`config.mk`:
```
export PLATFORM = sky130hd
export DESIGN_NAME = prog_loader
export DESIGN_NICKNAME = d
export VERILOG_FILES = /design/src/rtl/prog_loader.sv
export SDC_FILE = /design/constraint.sdc
export NUM_CORES = 1
export LEC_CHECK = 0
export BUFFER_PORTS_ARGS = -buffer_cell sky130_fd_sc_hd__buf_2
export CORE_ASPECT_RATIO = 2
export CORE_MARGIN = 2
export CORE_UTILIZATION = 58
export CTS_CLUSTER_DIAMETER = 60
export DETAILED_ROUTE_END_ITERATION = 12
export PLACE_DENSITY = 0.84
export SLEW_MARGIN = 20
export SYNTH_ARGS = -nofsm -noshare
export SYNTH_HDL_FRONTEND = slang
export SYNTH_SLANG_ARGS = --single-unit
```
`constraint.sdc`:
```
create_clock -name clk -period 3.71 [get_ports clk]
set_input_delay 0.5565 -clock clk [delete_from_list [all_inputs] [get_ports clk]]
set_output_delay 0.5565 -clock clk [all_outputs]
set_load 0.005 [all_outputs]
```
`src/rtl/prog_loader.sv`:
```
// -----------------------------------------------------------------------------
// prog_loader
//
// Purpose:
//   Write-side loader for the program RAM. It accepts a byte stream over a
//   valid/ready handshake and writes it to consecutive addresses starting at
//   address 0, using a registered write port. When the stream ends, it appends
//   a 0x00 terminator so the CPU fetch logic can find the end of the program.
//   It reports completion, program length and truncation to the top level.
//   The top level holds the CPU in reset while busy is high.
//
// Parameters:
//   DATA_WIDTH  memory word width (>= 8); bytes are zero-extended into wdata
//   ADDR_WIDTH  program memory address width
//   NUM_WORDS   memory depth (2 .. 2**ADDR_WIDTH); the last slot always holds
//               the terminator, so at most NUM_WORDS-1 program bytes are kept
//
// Ports:
//   clk       in   system clock, rising edge
//   rst       in   asynchronous active-high reset
//   start     in   one-cycle pulse, begins a load from IDLE or DONE
//   in_valid  in   input byte valid
//   in_data   in   input byte
//   in_ready  out  loader accepts in_data this cycle (high only while loading)
//   wen       out  registered memory write enable, one-cycle pulse per write
//   waddr     out  registered memory write address (holds when wen=0)
//   wdata     out  registered memory write data (holds when wen=0)
//   busy      out  load in progress
//   done      out  load complete
//   overflow  out  sticky: program was truncated at capacity
//   length    out  stored program bytes excluding terminator (valid with done)
//
// Build option:
//   PROG_LOADER_FILTER_EN  when defined, only the eight command bytes
//                          + - < > [ ] . , are stored. Other nonzero bytes are
//                          consumed but dropped. 0x00 always terminates.
// -----------------------------------------------------------------------------
module prog_loader #(
    parameter int DATA_WIDTH = 8,
    parameter int ADDR_WIDTH = 8,
    parameter int NUM_WORDS  = 256
) (
    input  logic                  clk,
    input  logic                  rst,
    input  logic                  start,
    input  logic                  in_valid,
    input  logic [7:0]            in_data,
    output logic                  in_ready,
    output logic                  wen,
    output logic [ADDR_WIDTH-1:0] waddr,
    output logic [DATA_WIDTH-1:0] wdata,
    output logic                  busy,
    output logic                  done,
    output logic                  overflow,
    output logic [ADDR_WIDTH:0]   length
);

    // One extra bit so a full count (up to NUM_WORDS-1) and length share a width.
    localparam int CW = ADDR_WIDTH + 1;

    typedef enum logic [1:0] {
        S_IDLE,
        S_LOAD,
        S_TERM,
        S_DONE
    } state_t;

    state_t                state_q, state_d;
    logic [CW-1:0]         count_q, count_d;
    logic [CW-1:0]         length_q, length_d;
    logic                  overflow_q, overflow_d;
    logic                  done_q, done_d;
    logic                  wen_q, wen_d;
    logic [ADDR_WIDTH-1:0] waddr_q, waddr_d;
    logic [DATA_WIDTH-1:0] wdata_q, wdata_d;

    logic [CW-1:0]         count_inc;
    logic                  byte_kept;

`ifdef PROG_LOADER_FILTER_EN
    always_comb begin
        unique case (in_data)
            8'h2B, 8'h2D, 8'h3C, 8'h3E,
            8'h5B, 8'h5D, 8'h2E, 8'h2C: byte_kept = 1'b1;
            default:                    byte_kept = 1'b0;
        endcase
    end
`else
    assign byte_kept = 1'b1;
`endif

    assign count_inc = count_q + CW'(1);

    always_comb begin
        // NOTE: every signal written here gets a default first, so no path can
        // leave one unassigned and infer a latch.
        state_d    = state_q;
        count_d    = count_q;
        length_d   = length_q;
        overflow_d = overflow_q;
        done_d     = 1'b0;
        wen_d      = 1'b0;
        waddr_d    = waddr_q;
        wdata_d    = wdata_q;
        in_ready   = 1'b0;
        busy       = 1'b0;

        unique case (state_q)
            S_IDLE: begin
                if (start) begin
                    state_d = S_LOAD;
                    count_d = '0;
                end
            end

            S_LOAD: begin
                // Ready depends only on state, so a source may wait for ready.
                in_ready = 1'b1;
                busy     = 1'b1;
                if (in_valid) begin
                    if (in_data == 8'h00) begin
                        state_d = S_TERM;
                    end else if (byte_kept) begin
                        wen_d   = 1'b1;
                        waddr_d = count_q[ADDR_WIDTH-1:0];
                        wdata_d = DATA_WIDTH'(in_data);
                        count_d = count_inc;
                        // Stop one slot early: the last word is reserved for
                        // the terminator.
                        if (count_inc == CW'(NUM_WORDS - 1)) begin
                            overflow_d = 1'b1;
                            state_d    = S_TERM;
                        end
                    end
                end
            end

            S_TERM: begin
                busy     = 1'b1;
                wen_d    = 1'b1;
                waddr_d  = count_q[ADDR_WIDTH-1:0];
                wdata_d  = '0;
                length_d = count_q;
                state_d  = S_DONE;
            end

            S_DONE: begin
                // done is registered, so it rises the cycle after the
                // terminator write lands and drops as soon as start is seen.
                done_d = !start;
                if (start) begin
                    state_d    = S_LOAD;
                    count_d    = '0;
                    length_d   = '0;
                    overflow_d = 1'b0;
                end
            end

            default: state_d = S_IDLE;
        endcase
    end

    // NOTE: sequential state uses non-blocking assignments so every register
    // samples the pre-edge values, independent of statement order.
    always_ff @(posedge clk or posedge rst) begin
        if (rst) begin
            state_q    <= S_IDLE;
            count_q    <= '0;
            length_q   <= '0;
            overflow_q <= 1'b0;
            done_q     <= 1'b0;
            wen_q      <= 1'b0;
            waddr_q    <= '0;
            wdata_q    <= '0;
        end else begin
            state_q    <= state_d;
            count_q    <= count_d;
            length_q   <= length_d;
            overflow_q <= overflow_d;
            done_q     <= done_d;
            wen_q      <= wen_d;
            waddr_q    <= waddr_d;
            wdata_q    <= wdata_d;
        end
    end

    assign wen      = wen_q;
    assign waddr    = waddr_q;
    assign wdata    = wdata_q;
    assign done     = done_q;
    assign overflow = overflow_q;
    assign length   = length_q;

endmodule
```
# After elaboration in Yosys (flattened, before gate mapping)
# Index checks and enable logic that the tools add are counted.
[totals]
reg_bits = 39
elab_cells = 60
inputBits = 12
out_inout_bits = 30
[classes]
mux = 27
reduce_logical = 14
eq_ne = 10
add_sub_neg = 1
[ops]
columns = ["op", "n"]
rows = [
  ["$pmux W9 S2", 2],
  ["$mux W8", 4],
  ["$pmux W8 S2", 2],
  ["$mux W9", 3],
  ["$add A9 B1 Y9 const B", 1],
  ["$eq A9 B8 Y1 const B", 1],
  ["$mux W1", 9],
  ["$logic_not A8 Y1", 1],
  ["$mux W2", 4],
  ["$ne A2 B2 Y1 const B", 4],
  ["$reduce_bool A2 Y1", 4],
  ["$pmux W2 S3", 1],
  ["$reduce_and A3 Y1", 2],
  ["$reduce_and A5 Y1", 1],
  ["$eq A2 B2 Y1 const B", 2],
  ["$pmux W1 S2", 2],
  ["$reduce_and A4 Y1", 1],
  ["$reduce_or A2 Y1", 2],
  ["$ne A3 B3 Y1 const B", 1],
  ["$eq A2 B1 Y1 const B", 1],
  ["$logic_not A2 Y1", 1],
  ["$ne A2 B1 Y1 const B", 1],
  ["$reduce_and A2 Y1", 1],
  ["$logic_not A1 Y1", 1],
]

# Depth between registers and ports, before layout
# Gate-level depths: netlist of the first run.
[depth]
depth_word = 6
depth_mapped = 8
depth_no_buf = 7

# Worst setup path before layout of the first run
# No wires, ideal clock.
[synth_path]
path_kind = "flip-flop to output port"
startpoint = "register state_q[0]"
endpoint = "output port busy"
setup_slack_ns = 1.890
arrival_ns = 1.264
stages_incl_launch_ff = 6
path_buffers = 2
t_required_ns = 3.154
cell_sequence = "dfrtp_1 > inv_1 > ha_1 > clkbuf_1 > clkbuf_1 > inv_1"
[synth_between]
elab_chain_len = 3
word_cells_on_any_way = 4
cone_classes = "eq/ne: 2; mux: 1; reduce/logical: 1"
[synth_lines]
columns = ["element", "line_no", "text"]
rows = [
  ["start: declaration", "68", "state_t state_q, state_d;"],
  ["start signal: assignment", "176", "state_q <= state_d;"],
  ["$eq A2 B1 Y1 / $eq A2 B2 Y1 (equally long branches)", "108", "unique case (state_q)"],
  ["$reduce_or A2 Y1 (no source line) *", "--", ""],
  ["$mux W1 *", "108", ""],
  ["end: declaration", "52", "output logic busy,"],
]
# Mark *: on every way between the ends. The rest lies on a longest branch, timed or not.

# Worst setup path after layout of the first run
[layout_path]
startpoint = "register state_q[1]"
endpoint = "register state_q[0]"
[layout_between]
elab_chain_len = 4
word_cells_on_any_way = 10
cone_classes = "eq/ne: 6; mux: 1; reduce/logical: 3"
[layout_lines]
columns = ["element", "line_no"]
rows = [
  ["$eq A2 B2 Y1 / $logic_not A2 Y1 (equally long branches)", "108"],
  ["$reduce_or A2 Y1 (no source line)", "--"],
  ["$ne A2 B1 Y1 (no source line)", "--"],
  ["$reduce_and A3 Y1 (no source line)", "--"],
]
# Several ways; a longest one is shown, not always the timed one.
# A chain may end at the register's enable or synchronous reset.

==> flow_summary_export.csv, run 1 <==
group,metric,value,unit
outcome,status,"finished, final reports clean",
drt,via_count,1508,
timing,post-route-min-period,2.264,ns
logic_synthesis,yosys.area_share.simple,13.68,%
critical_path,slowest_delay,0.65,ns
floorplanning,coreArea,3341,µm²
logic_synthesis,ys_warn_count,0,
critical_path,cp.arrival,2.48,ns
floorplanning,start_util,59.40,%
timing,fin_hold_ws,0.3625,ns
place,io_buffers,41,
global_routing,grt_max_degree,40,
timing,setup_viol_count_final,0,
final_layout,fin_nets,235,
critical_path,crit_fanout,11,
place,dp_cells,242,
pwr,finalPower,1.729,mW
critical_path,crit_top_cell,"inv_1",
drt,drt_iter0_drc,73,
floorplanning,rows,30,
timing,grt_setup_unrepaired,"false",
global_routing,antenna_found_initial,0,
drt,routed_wirelength,4.118,mm
critical_path,crit_type,"reg -> reg",
logic_synthesis,synth-compound-area-share,12.04,%
logic_synthesis,synthMuxAreaShare,16.52,%
floorplanning,die_y,86.72,µm
logic_synthesis,ys_top_cells_by_area,"dfrtp_1, mux2_4, mux2i_1",
logic_synthesis,yosysSeqAreaShare,49.18,%
critical_path,crit_path_start_kind,"register",
critical_path,cp.required,3.93,ns
floorplanning,die-area,3934,µm²
logic_synthesis,synth_xor_area_share,0.8827,%
critical_path,crit_family,"compound AO/OA/AOI/OAI gates",
final_layout,antenna_cells,0,
clock_network,post_cts_resized,0,
final_layout,mostFrequentLayoutCell,"buf_2",
logic_synthesis,synth_edf_count,0,
drt,drc,0,
timing,fmax,441.8,MHz
global_routing,grt_pass1_wl,6.969,mm
place,routabilityCongestion,0.8785,
drt,viasPerCell,6.032,
final_layout,instances_no_fill,250,
logic_synthesis,synth_top_family_by_area,"multiplexers",
pwr,p_per_area,749.2,nW/µm²
logic_synthesis,syn-num-nets,197,
critical_path,cp_cell_sequence,"inv_1 > ha_1 > inv_1 > a21oi_1 > o31ai_1 > nand2_1 > mux2i_1",
pwr,ir_drop,602.4,µV
logic_synthesis,synthCells,179,
timing,fin_setup_tns,0,ns
timing,max_slew_margin,42.07,%
clock_network,tritoncts,"built",
final_layout,area_delta_synth_final,16.27,%
timing,fin_crit_sh,61.01,%
critical_path,cp_slowest_cell,"a21oi_1",
clock_network,clockRootBuffer,"clkbuf_8",
global_routing,grt_usage,24.13,%
clock_network,clock-sinks,39,
drt,routedWlPerCell,16.47,µm
flow_run,drv_cap,0,
clock_network,insertion_delay,0.29,ns
drt,dr.pass1.iters,4,
clock_network,path_clk_slew,0.08,ns
logic_synthesis,ys_ff_latch,39,
logic_synthesis,ys_types,31,
final_layout,final_cell_mix,"buf_2, dfrtp_1, nand2_1",
logic_synthesis,yosysTopAreaCell,"dfrtp_1",
logic_synthesis,synth_top_cell_area_share,49.18,%
pwr,leakagePower,1.145,nW
timing,drv_slew,0,
floorplanning,io_pins,42,
hold_path,hold_path_class,"in -> async",
logic_synthesis,synthFlopType,"dfrtp_1",
logic_synthesis,synth_area_per_cell,11.09,µm²
timing,hold_viol,0,
timing,finClkSkew,0.006993,ns
floorplanning,die_x,45.36,µm
global_routing,overflow,0,
place,hpwl,2.916,mm
critical_path,cp-end-kind,"register",
clock_network,htreeDepth,2,
clock_network,clock_path_buffers,2,
clock_network,cts_setup_buffers,0,
global_routing,grt_pass1_vias,1461,
logic_synthesis,syn_area,1984,µm²
clock_network,cts_buffers,5,
logic_synthesis,async_flop_share,100.0,%
clock_network,cts_hold_buffers,0,
logic_synthesis,synth-adder-area-share,3.783,%
critical_path,path_buf_inv,2,
drt,ant_nets,0,
timing,worstMarginPinSlew,0.8690,ns
final_layout,drive_gt1_share,29.36,%
## stage by stage
stage / setup slack, ns / instance area (µm²) / util [%]
after floorplan: 1.890 / 1984 / -
after global placement: 1.458 / 2182 / 65.32
after detailed placement: 1.390 / 2182 / 65.32
after CTS: 1.379 / 2300 / 68.84
after global routing: 1.273 / 2307 / 69.06
final: 1.446 / 2307 / 69.06
## routing by layer
layer	GRT usage, %	share of wire, %
met1	28.22	38
met5	0	0
met4	9.091	2.5
met3	6.250	4.4
met2	40.78	55
## worst paths after layout
check	to	slack, ns	start	cells after the start
worst min register to register	wdata[0]	0.48	wdata[0]	1
worst max-delay path	state_q[0]	1.45	state_q[1]	7
max in group asynchronous	length[3]	3.01	rst	3
worst max register to register	state_q[0]	1.45	state_q[1]	7
worst min-delay path	count_q[0]	0.36	rst	3
min in group clk	wdata[0]	0.48	wdata[0]	1
## synth_stat cells (all sizes together), types with 4 or more instances
library cell and instances:
a21oi 6, buf 4, clkbuf 7, dfrtp 39
ha 6, inv 6, mux2 16, mux2i 11
nand2 19, nand4 4, nor2 5, nor2b 11
o21ai 25
## kinds of logic after synthesis
logic type	Yosys count
XOR/XNOR	2
AND/OR/NAND/NOR	47
adder cells (fa/ha/maj)	6
buffers and inverters	17
AO/OA/AOI/OAI	41
multiplexers	27
flip-flops	39
## worst register-to-register path, cell delays in order, from the launching register on
cell and delay, ns:
dfrtp_1 0.40, inv_1 0.10, ha_1 0.34, inv_1 0.14
a21oi_1 0.65, o31ai_1 0.18, nand2_1 0.17, mux2i_1 0.20
## area by class of cell
cell class | instances | area [µm²]
fill | 258 | 1033
clock inverter | 2 | 35.03
multi-input combinational | 123 | 938.4
clock buffer | 6 | 82.58
timing repair buffer | 42 | 212.7
tap | 32 | 40.04
inverter | 6 | 22.52
sequential | 39 | 975.9
## power breakdown
part           leakage (nW)  switching (mW)  internal (mW)  total (mW)
Sequential            0.519          0.0602          0.518       0.579
Clock                0.0612           0.151          0.218       0.369
Combinational         0.564           0.434          0.347       0.781
## sequential cells by signal, indices dropped and copies added (netlist names)
| signal | cells |
|---|---|
| overflow | 1 |
| done | 1 |
| wen | 1 |
| waddr | 8 |
| count_q | 9 |
| state_q | 2 |
| wdata | 8 |
| length | 9 |
Power figures use the tool's default switching activity.
==> run 2, diff against run 1 <==
ABC_AREA = 1   (was not set)
CORE_UTILIZATION = 48   (was 58)
PLACE_DENSITY = 0.75   (was 0.84)
clock period = 2 ns   (was 3.71 ns; I/O delays follow)
==> run 2 against run 1 <==
Effect of this change:
- via count up 4.7%
- clock power up 38%
- hold slack worse by 0.26 ns
- non-clock buffer count up 3
- first-iteration DRC count down 49%
- global-route usage down 3.0 points
- critical endpoint is now count_q[7]
- largest cell class unchanged
- highest routed layer unchanged
==> flow_summary_export.csv, run 2 <==
group,metric,value,unit
timing,fin_crit_sh,88.33,%
logic_synthesis,yosysSeqAreaShare,52.38,%
global_routing,met2_usage,36.78,%
outcome,status,"finished, final reports clean",
timing,grt_setup_unrepaired,"false",
critical_path,crit_type,"reg -> reg",
logic_synthesis,synth_edf_count,0,
timing,fin_ws,0.2335,ns
logic_synthesis,ys_types,21,
logic_synthesis,synthCells,214,
logic_synthesis,synth_top_cell_area_share,52.38,%
critical_path,crit_path_start_kind,"register",
critical_path,cp-end-kind,"register",
global_routing,use_met1,21.94,%
pwr,ir_drop,760.7,µV
clock_network,cts_buffers,5,
place,io_buffers,41,
logic_synthesis,ys_warn_count,0,
place,routabilityCongestion,0.8870,
critical_path,crit_fanout,6,
drt,viasPerCell,5.061,
timing,setup_viol_count_final,0,
global_routing,grt_max_degree,40,
final_layout,mostFrequentLayoutCell,"nand2_1",
global_routing,overflow,0,
pwr,leakagePower,1.147,nW
timing,fmax,566.1,MHz
final_layout,area_delta_synth_final,19.88,%
final_layout,nFillCells,345,
flow_run,drv_cap,0,
logic_synthesis,syn-num-nets,232,
floorplanning,rows,32,
global_routing,antenna_found_initial,0,
critical_path,cp_cell_sequence,"inv_1 > ha_1 > inv_2 > o21ai_1 > nor2_1 > nand2_1 > nor2_4 > inv_2 > o22ai_1",
logic_synthesis,synthFlopType,"dfrtp_1",
critical_path,cp_slowest_cell,"dfrtp_2",
clock_network,clockRootBuffer,"clkbuf_8",
clock_network,clock_path_buffers,2,
timing,drv_slew,0,
hold_path,hold_path_class,"in -> async",
timing,fin_setup_tns,0,ns
floorplanning,io_pins,42,
floorplanning,coreArea,3804,µm²
timing,hold_viol,0,
drt,via_count,1579,
drt,drt_iter0_drc,37,
logic_synthesis,ys_ff_latch,39,
clock_network,clock-sinks,39,
final_layout,fin_nets,278,
floorplanning,start_util,48.98,%
global_routing,grt_usage,21.14,%
global_routing,grt_pass1_vias,1532,
timing,post-route-min-period,1.767,ns
logic_synthesis,yosys-top-cells-count,"nand2_1, dfrtp_1, inv_1",
global_routing,top_usage_layer,"met2",
logic_synthesis,yosysMostFrequentCell,"nand2_1",
timing,max_slew_margin,67.12,%
logic_synthesis,yosysTopAreaCell,"dfrtp_1",
critical_path,cp.arrival,1.98,ns
floorplanning,die_y,92.11,µm
place,hpwl,3.092,mm
logic_synthesis,synth_area_per_cell,8.706,µm²
drt,ant_nets,0,
critical_path,crit_top_cell,"inv_2",
drt,routedWlPerCell,13.67,µm
drt,drc,0,
global_routing,gr-usage-met3,2.559,%
pwr,p_per_area,1497,nW/µm²
drt,dr.pass1.iters,5,
logic_synthesis,syn_area,1863,µm²
final_layout,antenna_cells,0,
logic_synthesis,async_flop_share,100.0,%
clock_network,tritoncts,"built",
floorplanning,die-area,4426,µm²
critical_path,cp.required,2.22,ns
final_layout,final_cell_mix,"nand2_1, buf_2, dfrtp_1",
logic_synthesis,ys_top_cells_by_area,"dfrtp_1, nand2_1, inv_1",
clock_network,path_clk_slew,0.08,ns
global_routing,grt_pass1_wl,6.706,mm
final_layout,drive_gt1_share,28.35,%
place,dp_slack,0.1664,ns
floorplanning,die_x,48.05,µm
critical_path,slowest_delay,0.41,ns
clock_network,cts_hold_buffers,0,
timing,finClkSkew,0.005446,ns
timing,worstMarginPinSlew,0.4933,ns
clock_network,htreeDepth,2,
clock_network,insertion_delay,0.29,ns
drt,routed_wirelength,4.265,mm
-- run 2: cell types whose count changed after synthesis, moves of 6 or more --
cell	change
mux2_4	-10
nand2_1	+28
inv_1	+21
clkbuf_1	-6
o31ai_1	+6
mux2i_1	-11
nand3_1	+18
nor2b_1	-11
mux2_1	-6
-- run 2: final cells by class --
type | count | area [µm²] | area share (%)
clock buffer | 5 | 68.82 | 3.081
tap | 51 | 63.81 | 2.857
clock inverter | 3 | 15.01 | 0.6723
multi-input combinational | 138 | 744.5 | 33.33
inverter | 31 | 116.4 | 5.210
sequential | 39 | 977.2 | 43.75
timing repair buffer | 45 | 247.7 | 11.09
-- run 2: logic make-up (layout without fill, tap and decap cells) --
group                    Yosys count  in the layout  share of synthesized area (%)
AND/OR/NAND/NOR                   93             93                          23.51
AO/OA/AOI/OAI                     39             39                          12.16
flip-flops                        39             39                          52.38
buffers and inverters             37             84                          7.925
adder cells (fa/ha/maj)            6              6                          4.029
-- run 2: path summary, 6_finish.rpt --
kind	start	end	slack [ns]	cells past startpoint
min reg2reg	wdata[3]	wdata[3]	0.48	2
max	state_q[0]	count_q[7]	0.23	9
min in group clk	start	done	0.22	2
max reg2reg	state_q[0]	count_q[7]	0.23	9
max in group asynchronous	rst	state_q[0]	1.52	3
min	rst	wdata[7]	0.10	3
-- run 2: repair_timing --
action                                  in CTS  in global routing
setup buffers                                0                  0
gates resized for setup                      0                  2
endpoints found under the setup margin       0                  5
hold endpoints to repair                     0                  0
-- run 2: power breakdown --
part           leakage, nW  internal (mW)  switching (mW)
Sequential           0.517           1.06           0.163
Clock               0.0477          0.238           0.273
Combinational        0.582          0.605            1.00
-- run 2: routing by layer --
layer	vias up	share of wire [%]
met2	47	56
met1	729	37
met5	-	0
met4	0	4.0
li1	789	-
met3	14	3.4
-- run 2: metrics by stage --
stage          hold slack [ns]  utilization, %  instances  cell area, µm²  total power, mW
2_1_floorplan           0.3664               -        214            1863            2.244
3_3_place_gp            0.4351           56.35        304            2143            2.776
3_5_place_dp            0.4423           56.35        304            2143            2.815
4_1_cts                 0.1251           58.55        312            2227            3.340
5_1_grt                 0.1861           58.72        312            2233            3.633
6_report                0.1014           58.72        312            2233            3.344
-- run 2: critical path, delay by kind of cell, from the launching register on --
family | cells | cell delay (ns)
simple gates | 3 | 0.42
flops | 1 | 0.41
fa+ha+maj | 1 | 0.38
buf+inv | 3 | 0.27
compound gates | 2 | 0.21
==> run 3, diff against run 2 <==
ABC_AREA = not set   (was 1)
CORE_UTILIZATION = 49   (was 48)
PLACE_DENSITY = 0.76   (was 0.75)
==> run 3 against run 2 <==
Effect of this change:
- final cell count is 11% lower
- hold slack better by 0.0019 ns
- global-route usage is 0.73 points lower
- combinational power is 2% lower
- core utilization is 3.7 points higher
- count of clock-buffer cells in the layout stayed put
- critical path depth is 1 lower
- worst setup slack worse by 0.060 ns
- sequential share of layout area is 3.5 points lower
- routed wire length is 3.1% lower
- register-to-register slack worse by 0.06 ns
- fmax is 3.3% lower
- critical endpoint is now count_q[0]
- highest routed layer unchanged
==> flow_summary_export.csv, run 3 (same netlist as run 1, synthesis figures left out) <==
group,metric,value,unit
critical_path,crit_type,"reg -> reg",
hold_path,hold_path_class,"in -> async",
pwr,leakagePower,1.199,nW
pwr,p_per_area,1358,nW/µm²
floorplanning,coreArea,3884,µm²
final_layout,drive_gt1_share,33.33,%
global_routing,grt_pass1_vias,1584,
final_layout,fin_nets,245,
timing,fmax,547.4,MHz
place,hpwl,3.131,mm
global_routing,grt_max_degree,40,
floorplanning,die-area,4606,µm²
drt,routed_wirelength,4.133,mm
drt,via_count,1525,
critical_path,path_buf_inv,2,
critical_path,cp-startpoint,"state_q[0]",
timing,fin_ws,0.1732,ns
clock_network,clock_path_buffers,2,
critical_path,crit_family,"compound AO/OA/AOI/OAI gates",
critical_path,cp-end-kind,"register",
floorplanning,die_x,49,µm
outcome,status,"finished, final reports clean",
critical_path,crit_fanout,15,
floorplanning,io_pins,42,
drt,routedWlPerCell,14.81,µm
timing,fin_crit_sh,91.34,%
place,dp_slack,-0.08897,ns
critical_path,crit_path_start_kind,"register",
pwr,ir_drop,984.9,µV
global_routing,grt_usage,20.41,%
critical_path,slowest_delay,0.38,ns
final_layout,antenna_cells,0,
timing,fin_hold_ws,0.1034,ns
place,io_buffers,41,
floorplanning,die_y,94.00,µm
critical_path,cp.arrival,2.00,ns
drt,drt_iter0_drc,53,
clock_network,cts_buffers,5,
place,dp_cells,271,
final_layout,utilization,62.40,%
drt,viasPerCell,5.466,
final_layout,instances_no_fill,279,
critical_path,cp_slowest_cell,"dfrtp_1",
critical_path,cp.required,2.17,ns
final_layout,final_cell_mix,"buf_2, dfrtp_1, nand2_1",
global_routing,overflow,0,
flow_run,drv_cap,0,
clock_network,clockRootBuffer,"clkbuf_8",
timing,drv_slew,0,
final_layout,area_delta_synth_final,22.13,%
place,routabilityCongestion,0.8982,
floorplanning,rows,32,
clock_network,htreeDepth,2,
drt,ant_nets,0,
timing,worstMarginPinSlew,0.6355,ns
clock_network,path_clk_slew,0.08,ns
drt,dr.pass1.iters,4,
timing,max_slew_margin,57.54,%
clock_network,tritoncts,"built",
timing,hold_viol,0,
timing,fin_setup_tns,0,ns
drt,drc,0,
global_routing,antenna_found_initial,0,
timing,post-route-min-period,1.827,ns
critical_path,r2r-start,"state_q[0]",
timing,finClkSkew,0.006872,ns
final_layout,mostFrequentLayoutCell,"buf_2",
timing,grt_setup_unrepaired,"false",
global_routing,grt_pass1_wl,7.210,mm
clock_network,clock-sinks,39,
floorplanning,start_util,51.10,%
clock_network,insertion_delay,0.29,ns
critical_path,cp_cell_sequence,"inv_1 > ha_1 > buf_4 > nor2b_1 > a311oi_2 > o21ai_1 > nand2_1 > o21ai_0",
timing,setup_viol_count_final,0,
run 3: cell type report:
class                      instances  area (µm²)
timing repair buffer              52       300.3
clock buffer                       5       68.82
sequential                        39       975.9
fill                             341        1460
inverter                           6       22.52
multi-input combinational        123       948.4
clock inverter                     3       43.79
tap                               51       63.81
run 3: metal layers:
layer | vias up | GRT usage (%) | wire length, µm
met5 | - | 0 | 0
met4 | 0 | 10.95 | 153
met3 | 15 | 3.981 | 175
met2 | 52 | 36.30 | 2263
met1 | 730 | 22.46 | 1542
li1 | 728 | - | -
run 3: worst paths after layout:
kind,to,slack (ns),cells after the start
hold reg to reg,waddr[4],0.50,1
max in group asynchronous,length[6],1.55,3
min in group clk,overflow,0.36,3
setup / recovery,count_q[0],0.17,8
hold / removal,waddr[1],0.10,3
setup reg to reg,count_q[0],0.17,8
run 3: worst reg2reg max path, stage by stage (launching register included):
cell and delay (ns):
dfrtp_1 0.38, inv_1 0.08, ha_1 0.34, buf_4 0.20, nor2b_1 0.16, a311oi_2 0.23
o21ai_1 0.16, nand2_1 0.09, o21ai_0 0.07
run 3: stage by stage:
step                      instance area, µm²  power [mW]
after detailed placement                2293       2.643
after floorplan                         1984       2.164
final                                   2424       3.292
after CTS                               2414       3.315
after global placement                  2293       2.594
after global routing                    2424       3.533
run 3: power by group:
part	internal, mW	total, mW	leakage [nW]	switching, mW
combinational	0.741	1.57	0.622	0.827
clock	0.371	0.642	0.0581	0.271
sequential	0.962	1.08	0.519	0.119
total	2.07	3.29	1.20	1.22
run 3: timing repair:
| item | 4_1_cts | 5_1_grt |
|---|---|---|
| hold buffers | 0 | 0 |
| endpoints found under the hold margin | 0 | 0 |
| buffers inserted | 0 | 0 |
| cloned | 0 | 0 |
| setup endpoints to repair | 16 | 8 |
| resized for setup | 1 | 2 |
